--- src/rtl/fib_seq_gen_if.sv ---
// rtl/fib_seq_gen_if.sv - request and term-stream signals for the Fibonacci-class sequence generator
interface fib_seq_gen_if #(
    parameter int WIDTH = 32,
    parameter int IDXW  = 8
);
    logic             START;
    logic [IDXW-1:0]  N;
    logic [WIDTH-1:0] SEED0;
    logic [WIDTH-1:0] SEED1;
    logic             BUSY;
    logic             OUT_VALID;
    logic             OUT_READY;
    logic [WIDTH-1:0] OUT_TERM;
    logic [IDXW-1:0]  OUT_INDEX;
    logic             OUT_OVF;
    logic             DONE;

    modport master (
        output START, N, SEED0, SEED1, OUT_READY,
        input  BUSY, OUT_VALID, OUT_TERM, OUT_INDEX, OUT_OVF, DONE
    );

    modport slave (
        input  START, N, SEED0, SEED1, OUT_READY,
        output BUSY, OUT_VALID, OUT_TERM, OUT_INDEX, OUT_OVF, DONE
    );
endinterface

--- src/rtl/fib_seq_gen.sv ---
// rtl/fib_seq_gen.sv - iterative T(k)=T(k-1)+T(k-2) generator with a valid/ready term stream
module fib_seq_gen #(
    parameter int WIDTH = 32,
    parameter int IDXW  = 8
) (
    input  logic          CLK,
    input  logic          RST_X,
    fib_seq_gen_if.slave  bus
);
    typedef enum logic [1:0] {S_IDLE, S_EMIT, S_FIN} state_t;

    state_t           state;
    logic [IDXW-1:0]  n_q;
    logic [IDXW-1:0]  idx_q;
    logic [WIDTH-1:0] term_q;
    logic [WIDTH-1:0] next_q;
    logic             ovf_q;
    logic             ovf_next_q;
    logic             valid_q;
    logic             busy_q;
    logic             done_q;
    logic [WIDTH:0]   sum;
    logic             hs;

    assign sum = {1'b0, term_q} + {1'b0, next_q};
    assign hs  = valid_q & bus.OUT_READY;

    // ovf_next_q travels with next_q so a carry is reported on the term the wrapped sum becomes
    always_ff @(posedge CLK) begin
        if (!RST_X) begin
            state      <= S_IDLE;
            n_q        <= '0;
            idx_q      <= '0;
            term_q     <= '0;
            next_q     <= '0;
            ovf_q      <= 1'b0;
            ovf_next_q <= 1'b0;
            valid_q    <= 1'b0;
            busy_q     <= 1'b0;
            done_q     <= 1'b0;
        end else begin
            case (state)
                S_IDLE: begin
                    done_q <= 1'b0;
                    if (bus.START) begin
                        n_q        <= bus.N;
                        ovf_q      <= 1'b0;
                        ovf_next_q <= 1'b0;
                        busy_q     <= 1'b1;
                        if (bus.N == '0) begin
                            state  <= S_FIN;
                            done_q <= 1'b1;
                        end else begin
                            state   <= S_EMIT;
                            valid_q <= 1'b1;
                            term_q  <= bus.SEED0;
                            next_q  <= bus.SEED1;
                            idx_q   <= IDXW'(1);
                        end
                    end
                end
                S_EMIT: begin
                    if (hs) begin
                        if (idx_q == n_q) begin
                            valid_q <= 1'b0;
                            done_q  <= 1'b1;
                            state   <= S_FIN;
                        end else begin
                            term_q     <= next_q;
                            idx_q      <= idx_q + IDXW'(1);
                            next_q     <= sum[WIDTH-1:0];
                            ovf_q      <= ovf_next_q;
                            ovf_next_q <= ovf_next_q | sum[WIDTH];
                        end
                    end
                end
                S_FIN: begin
                    done_q <= 1'b0;
                    busy_q <= 1'b0;
                    state  <= S_IDLE;
                end
                default: state <= S_IDLE;
            endcase
        end
    end

    assign bus.BUSY      = busy_q;
    assign bus.OUT_VALID = valid_q;
    assign bus.OUT_TERM  = term_q;
    assign bus.OUT_INDEX = idx_q;
    assign bus.OUT_OVF   = ovf_q;
    assign bus.DONE      = done_q;
endmodule
--- src/flat_wrapper.sv ---
// flat-port wrapper written by rule: the top's interface ports become plain ports
module fib_seq_gen_flat 
#(
    parameter int WIDTH = 32,
    parameter int IDXW  = 8
)
  (CLK, RST_X, bus_START, bus_N, bus_SEED0, bus_SEED1, bus_OUT_READY, bus_BUSY, bus_OUT_VALID, bus_OUT_TERM, bus_OUT_INDEX, bus_OUT_OVF, bus_DONE);
  fib_seq_gen_if #(.WIDTH(WIDTH), .IDXW(IDXW)) bus_i ();
  input  logic CLK;
  input  logic RST_X;
  input wire logic [$bits(bus_i.START)-1:0] bus_START;
  input wire logic [$bits(bus_i.N)-1:0] bus_N;
  input wire logic [$bits(bus_i.SEED0)-1:0] bus_SEED0;
  input wire logic [$bits(bus_i.SEED1)-1:0] bus_SEED1;
  input wire logic [$bits(bus_i.OUT_READY)-1:0] bus_OUT_READY;
  output wire logic [$bits(bus_i.BUSY)-1:0] bus_BUSY;
  output wire logic [$bits(bus_i.OUT_VALID)-1:0] bus_OUT_VALID;
  output wire logic [$bits(bus_i.OUT_TERM)-1:0] bus_OUT_TERM;
  output wire logic [$bits(bus_i.OUT_INDEX)-1:0] bus_OUT_INDEX;
  output wire logic [$bits(bus_i.OUT_OVF)-1:0] bus_OUT_OVF;
  output wire logic [$bits(bus_i.DONE)-1:0] bus_DONE;
  assign bus_i.START = bus_START;
  assign bus_i.N = bus_N;
  assign bus_i.SEED0 = bus_SEED0;
  assign bus_i.SEED1 = bus_SEED1;
  assign bus_i.OUT_READY = bus_OUT_READY;
  assign bus_BUSY = bus_i.BUSY;
  assign bus_OUT_VALID = bus_i.OUT_VALID;
  assign bus_OUT_TERM = bus_i.OUT_TERM;
  assign bus_OUT_INDEX = bus_i.OUT_INDEX;
  assign bus_OUT_OVF = bus_i.OUT_OVF;
  assign bus_DONE = bus_i.DONE;
  fib_seq_gen #(.WIDTH(WIDTH), .IDXW(IDXW)) u_core (.CLK(CLK), .RST_X(RST_X), .bus(bus_i));
endmodule
--- config.mk ---
export PLATFORM = sky130hd
export DESIGN_NAME = fib_seq_gen_flat
export DESIGN_NICKNAME = d
export VERILOG_FILES = /design/src/rtl/fib_seq_gen_if.sv /design/src/rtl/fib_seq_gen.sv /design/src/flat_wrapper.sv
export SDC_FILE = /design/constraint.sdc
export NUM_CORES = 1
export LEC_CHECK = 0
export BUFFER_PORTS_ARGS = -buffer_cell sky130_fd_sc_hd__buf_2
export CAP_MARGIN = 15
export CELL_PAD_IN_SITES_DETAIL_PLACEMENT = 1
export CELL_PAD_IN_SITES_GLOBAL_PLACEMENT = 1
export CORE_UTILIZATION = 37
export CTS_CLUSTER_SIZE = 28
export DETAILED_ROUTE_END_ITERATION = 12
export HOLD_SLACK_MARGIN = 0.15
export PLACE_DENSITY_LB_ADDON = 0.1
export SKIP_CTS_REPAIR_TIMING = 1
export SYNTH_ARGS = -nofsm -noshare
export SYNTH_HDL_FRONTEND = slang
export SYNTH_SLANG_ARGS = --single-unit
--- constraint.sdc ---
create_clock -name CLK -period 2.85 [get_ports CLK]
set_clock_uncertainty 0.2 [all_clocks]
set_input_delay 0.4275 -clock CLK [delete_from_list [all_inputs] [get_ports CLK]]
set_output_delay 0.4275 -clock CLK [all_outputs]
set_load 0.1 [all_outputs]
---- Word level (Yosys, flattened, before mapping) ----
Cells that the tools add are included.
word-level totals
  register bits after elaboration ......... 87
  bits of input ports ..................... 76
operators by class
  $add $sub $neg .......................... 2
  equal/unequal tests ..................... 8
  muxes and demuxes ....................... 39
  bitwise gates (word level) .............. 2
  reductions and logical operators ........ 12
operators with widths
  cell                   count
  $mux W32               8
  $pmux W32 S2           2
  $add A32 B32 Y33       1
  $mux W8                4
  $pmux W8 S2            1
  $mux W1                14
  $reduce_and A5 Y1      2
  $add A8 B1 Y8 const B  1
  $eq A8 B8 Y1           1
  $logic_not A8 Y1       1
  $mux W2                4
  $pmux W1 S2            4
  $ne A2 B2 Y1 const B   3
  $reduce_and A3 Y1      2
  $ne A2 B1 Y1 const B   2
  $pmux W2 S2            1
  $reduce_and A2 Y1      2
  $reduce_and A4 Y1      1
  $reduce_bool A2 Y1     2
  $pmux W1 S3            1
  $reduce_bool A3 Y1     1
  $eq A2 B1 Y1 const B   1
  $eq A2 B2 Y1 const B   1
  $logic_not A2 Y1       1
  other kinds (2)        2

---- Depth between registers and ports, before layout ----
  depth after elaboration ................. 5
  depth in mapped cells ................... 13
  depth with buffers taken out ............ 10

---- Worst setup path after synthesis ----
No wires, ideal clock.
  path kind ............................... register to register
  start point ............................. register u_core.term_q[0], in the netlist u_core.bus.OUT_TERM[0]
  end point ............................... register u_core.next_q[28]
  setup time .............................. 0.091 ns
  arrival time ............................ 3.006 ns
  path slack .............................. -0.447 ns
  cell stages (with the launch flop) ...... 11
  path buffers ............................ 0
  path through ............................ dfxtp_1 ha_1 fa_1 a211oi_1 o21ai_1 o211ai_1 a21oi_1 nor4b_1 nor2_1 xnor2_1 a311oi_1
between the ends
  cells in the longest elaborated chain, start to end .. 4
RTL lines
  what                      line               text
  start: declaration        fib_seq_gen.sv:15  logic [WIDTH-1:0] term_q;
  start signal: assignment  fib_seq_gen.sv:56  term_q <= bus.SEED0;
  start signal: assignment  fib_seq_gen.sv:69  term_q <= next_q;
  $add A32 B32 Y33          fib_seq_gen.sv:25  assign sum = {1'b0, term_q} + {1'b0, next_q};
  $mux W32                  fib_seq_gen.sv:64  if (idx_q == n_q) begin
  $mux W32                  fib_seq_gen.sv:63  if (hs) begin
  $pmux W32 S2              fib_seq_gen.sv:42  case (state)
  end signal: assignment    fib_seq_gen.sv:57  next_q <= bus.SEED1;
  end signal: assignment    fib_seq_gen.sv:71  next_q <= sum[WIDTH-1:0];
  end: declaration          fib_seq_gen.sv:16  logic [WIDTH-1:0] next_q;
No other way between the ends. The select of a mux whose other input is x is not followed.
A chain may end at the register's enable or synchronous reset.

---- Worst setup path in the final report ----
  start point ............................. register u_core.next_q[0]
  end point ............................... register u_core.next_q[20]
between the ends
  cells in the longest elaborated chain, start to end .. 4
RTL lines
  what              line
  $add A32 B32 Y33  fib_seq_gen.sv:25
  $mux W32          fib_seq_gen.sv:64
  $mux W32          fib_seq_gen.sv:63
  $pmux W32 S2      fib_seq_gen.sv:42
No other way between the ends. The select of a mux whose other input is x is not followed.

==> results summary <==
The flow ran to the end, and the final reports show no timing, DRC or antenna violations. Of the total synthesized cell area, the portion taken by AND, OR, NAND and NOR gates is 15.59%. In this run the vertical extent of the chip is 123.6 um. Setup violations remaining at the end of the flow were counted as 0. The count of buffers from port buffering came out at 119. The power density relative to cell area is 742.2 mW/mm^2.

The global-route wire length before repair came out at 26920 um. For this design, the slowest cell found on the critical path is sky130_fd_sc_hd__fa_2. The routed via count is 5372. The worst hold path class is input pin to flop. The number of remaining DRC errors came out at 0.

The final period utilization came out at 95.75%. The effective utilization at floorplan is 37.81%. After global routing the overflow that remains totals 0. The required time reported for the critical path endpoint came out at 2880 ps. The clock transition time at the flip-flop clock pins of the worst setup and hold paths is 70 ps. The synthesized design contains 0 enable-type register cells. The number of clock buffers added by TritonCTS is 9.

The initialized floorplan defines 44 standard-cell rows. The clock sink count came out at 87. The wire length on met1 is 7983 um. Averaged over all synthesized cells, the footprint is 8.370 sq um. Of the post-synthesis cell area, the dominant cell type holds 31.82%.

The synthesized instance count is 654. The H-tree was split into 3 levels. The buffer cell driving the clock tree root is sky130_fd_sc_hd__clkbuf_16. The area growth from synthesis to layout is 24.41%. The count of TritonRoute iterations in the first routing pass is 4. The last weighted congestion value of the routability-driven placer came out at 0.8571.

The number of DRC markers after the initial detailed-route iteration came out at 207. The detailed router used layers up to and including met4. The x dimension of the die is 123.6 um. The count of antenna diodes in the layout is 0. The count of boundary I/O pins came out at 120. Summing the areas of all xor and xnor instances in the mapped netlist gives 6.720% of the synthesized area.

By area, the combinational part of the netlist is dominated by compound AO/OA/AOI/OAI gates. At the pin with the least slew margin, the transition time is 662.1 ps. The clock reaches the later pin of the worst-skew pair after 360 ps. The share of final-layout standard cells stronger than drive strength 1 is 25.77%. The final core utilization is 47.04%.

The total placed cells including tap cells came out at 943. Headroom to the max-slew limit came out at 55.40%. The overall fraction of global-route tracks in use came out at 22.91%. The power after layout is 5.054 mW.

The final layout net count is 892. Among all flip-flop cells after synthesis, the most frequent one is sky130_fd_sc_hd__dfxtp_1. The routed length per placed instance came out at 17.44 um. The maximum fanout encountered on the critical timing path came out at 4.

The number of slew-limit violations in the final report is 0. The worst setup path is captured at a flop. Detailed routing placed a total of 499 um of wire on met3. The maximum buffer depth of the clock tree came out at 2.

The maximum vdd drop came out at 0.3129 mV. The leakage power came out at 3.008 nW. The share of the Yosys chip area taken by registers is 31.82%. The critical path in this run is classified as flop to flop. The met2 layer wire length in the routed design came out at 8178 um. The initial antenna violation count is 0. During synthesis, Yosys emitted a total of 0 warnings. The maximum frequency from static timing analysis is 366.5 MHz. The number of vias per cell came out at 5.550. The tool flagged a number of max-cap violations equal to 0. The area fraction in compound gates after synthesis is 24.16%. Traced cell by cell, the critical path runs through ha_4 -> fa_2 -> a211oi_2 -> o21ai_2 -> o211ai_1 -> buf_4 -> a31oi_1 -> o31a_1 -> a21oi_2 -> xor2_1 -> o22ai_1.

The placeable core region is 0.01448 sq mm. The peak per-stage delay on the critical path came out at 370 ps. The post-synth design cell area is 0.005474 sq mm. The post-DP HPWL came out at 12390 um. The maximum number of pins on one net before global-route repair came out at 69. The remaining antenna violation count after routing is 0. The count of endpoints failing hold in the final timing report is 0. STA classifies the critical path startpoint as a flop.

The overall die area came out at 0.01529 sq mm. The number of nets handed over by synthesis was 767. Counting both buffers and inverters, the worst setup path holds a total of 1. The multiplexer share of the synthesized area came out at 9.143%.

Counting the fill cells in the layout gives 1785. The minimum clock period came out at 2729 ps. Setup repair after global routing left no endpoint under its margin.

The share of flip-flops with an asynchronous set or reset after synthesis is 0%. The library cell occupying the most area in the post-synthesis netlist is sky130_fd_sc_hd__dfxtp_1. TritonCTS built the clock tree. The number of global-route vias before repair was 5315. The cell class contributing the biggest share of worst-path delay is compound AO/OA/AOI/OAI gates. The worst path arrival time is 2760 ps. For this block, the routed nets add up to 16880 um of wire. The post-layout instance count excluding filler cells is 968. The adder-cell share of the synthesized area is 8.594%. By area the synthesized netlist is led by sky130_fd_sc_hd__dfxtp_1, sky130_fd_sc_hd__mux2i_1, sky130_fd_sc_hd__ha_1. After synthesis the netlist holds a flip-flop and latch count of 87. The number of distinct library cells after synthesis came out at 55.
cells in the final DEF, fill, tap and decap left out, types with 4 or more instances in the layout:
cell,n
sky130_fd_sc_hd__buf_2,119
sky130_fd_sc_hd__nor2_1,75
sky130_fd_sc_hd__nand2_1,62
sky130_fd_sc_hd__dfxtp_1,62
sky130_fd_sc_hd__a21oi_1,59
sky130_fd_sc_hd__a211oi_1,50
sky130_fd_sc_hd__mux2i_1,50
sky130_fd_sc_hd__ha_1,34
sky130_fd_sc_hd__o21ai_0,28
sky130_fd_sc_hd__xor2_1,23
sky130_fd_sc_hd__dfxtp_2,23
sky130_fd_sc_hd__xnor2_1,19
sky130_fd_sc_hd__buf_4,19
sky130_fd_sc_hd__a21o_1,17
sky130_fd_sc_hd__and3_1,11
sky130_fd_sc_hd__clkbuf_16,10
sky130_fd_sc_hd__inv_1,9
sky130_fd_sc_hd__nand3_1,8
sky130_fd_sc_hd__nand4_1,8
sky130_fd_sc_hd__dlygate4sd3_1,8
sky130_fd_sc_hd__o22ai_1,5
sky130_fd_sc_hd__nor4_1,4
sky130_fd_sc_hd__a221oi_1,4
sky130_fd_sc_hd__nor3_1,4
kinds of logic after synthesis:
logic type | Yosys count
fa+ha+maj | 37
xor+xnor | 42
simple gates | 192
mux | 50
flops | 87
buf+inv | 44
compound gates | 202
synth_stat cells (4+ instances only):
master,n
sky130_fd_sc_hd__a221oi_1,4
sky130_fd_sc_hd__ha_1,36
sky130_fd_sc_hd__o21ai_0,28
sky130_fd_sc_hd__inv_1,9
sky130_fd_sc_hd__xnor2_1,19
sky130_fd_sc_hd__nand4_1,8
sky130_fd_sc_hd__o21ai_1,4
sky130_fd_sc_hd__nor4_1,4
sky130_fd_sc_hd__a21o_1,17
sky130_fd_sc_hd__a21oi_1,61
sky130_fd_sc_hd__mux2i_1,50
sky130_fd_sc_hd__buf_2,5
sky130_fd_sc_hd__nor2_1,75
sky130_fd_sc_hd__nor3_1,4
sky130_fd_sc_hd__and3_1,11
sky130_fd_sc_hd__a211oi_1,52
sky130_fd_sc_hd__clkbuf_1,20
sky130_fd_sc_hd__nand3_1,8
sky130_fd_sc_hd__dfxtp_1,87
sky130_fd_sc_hd__o22ai_1,5
sky130_fd_sc_hd__buf_6,6
sky130_fd_sc_hd__nand2_1,62
sky130_fd_sc_hd__xor2_1,23
worst paths after layout:
kind	start	endpoint	slack, ps	depth (start not counted)
hold / removal	bus_SEED1[18]	u_core.next_q[18]	160	3
setup reg to reg	u_core.next_q[0]	u_core.next_q[20]	120	11
hold reg to reg	u_core.n_q[0]	u_core.n_q[0]	270	2
setup / recovery	u_core.next_q[0]	u_core.next_q[20]	120	11
power by group:
group,internal [mW],switching (mW)
sequential,1.40,0.154
clock,0.762,0.555
combinational,0.676,1.50
state kept, by name, summed over array words and instances (netlist names):
name                  flops
u_core.bus.OUT_OVF        1
u_core.state              2
u_core.ovf_next_q         1
u_core.n_q                8
u_core.next_q            32
u_core.bus.BUSY           1
u_core.bus.OUT_INDEX      8
u_core.bus.DONE           1
u_core.bus.OUT_VALID      1
u_core.bus.OUT_TERM      32
per-stage QoR:
stage               hold WS [ps]  TNS (ps)  instance area (sq um)  setup slack (ps)
floorplan                  247.8    -9.944                   5520            -9.944
global placement           259.3         0                   6362             85.15
detailed placement         264.1    -29.00                   6362            -29.00
CTS                        107.4    -47.34                   6689            -47.34
global route               183.5         0                   6810             4.997
finish                     164.6         0                   6810             121.2
layer usage:
metal,track usage (%),vias to the layer above
met3,2.839,12
met2,39.58,80
met4,7.229,0
met1,29.48,2626
li1,-,2654
met5,0,-
cell type report:
| cell class | instances | area (sq um) | share of cell area [%] |
|---|---|---|---|
| clock buffers | 11 | 264.0 | 3.877 |
| clock inverters | 5 | 62.56 | 0.9186 |
| inverters | 10 | 37.54 | 0.5512 |
| multi-input cells | 523 | 3580 | 52.56 |
| flip-flops and latches | 87 | 1778 | 26.11 |
| well taps | 184 | 230.2 | 3.380 |
| repair buffers | 148 | 858.3 | 12.60 |
worst reg2reg max path: stages (launching register included):
cell,delay (ps)
sky130_fd_sc_hd__dfxtp_1,350
sky130_fd_sc_hd__ha_4,180
sky130_fd_sc_hd__fa_2,370
sky130_fd_sc_hd__a211oi_2,220
sky130_fd_sc_hd__o21ai_2,90
sky130_fd_sc_hd__o211ai_1,180
sky130_fd_sc_hd__buf_4,160
sky130_fd_sc_hd__a31oi_1,110
sky130_fd_sc_hd__o31a_1,310
sky130_fd_sc_hd__a21oi_2,170
sky130_fd_sc_hd__xor2_1,200
sky130_fd_sc_hd__o22ai_1,90
(Power assumes the default switching activity.)
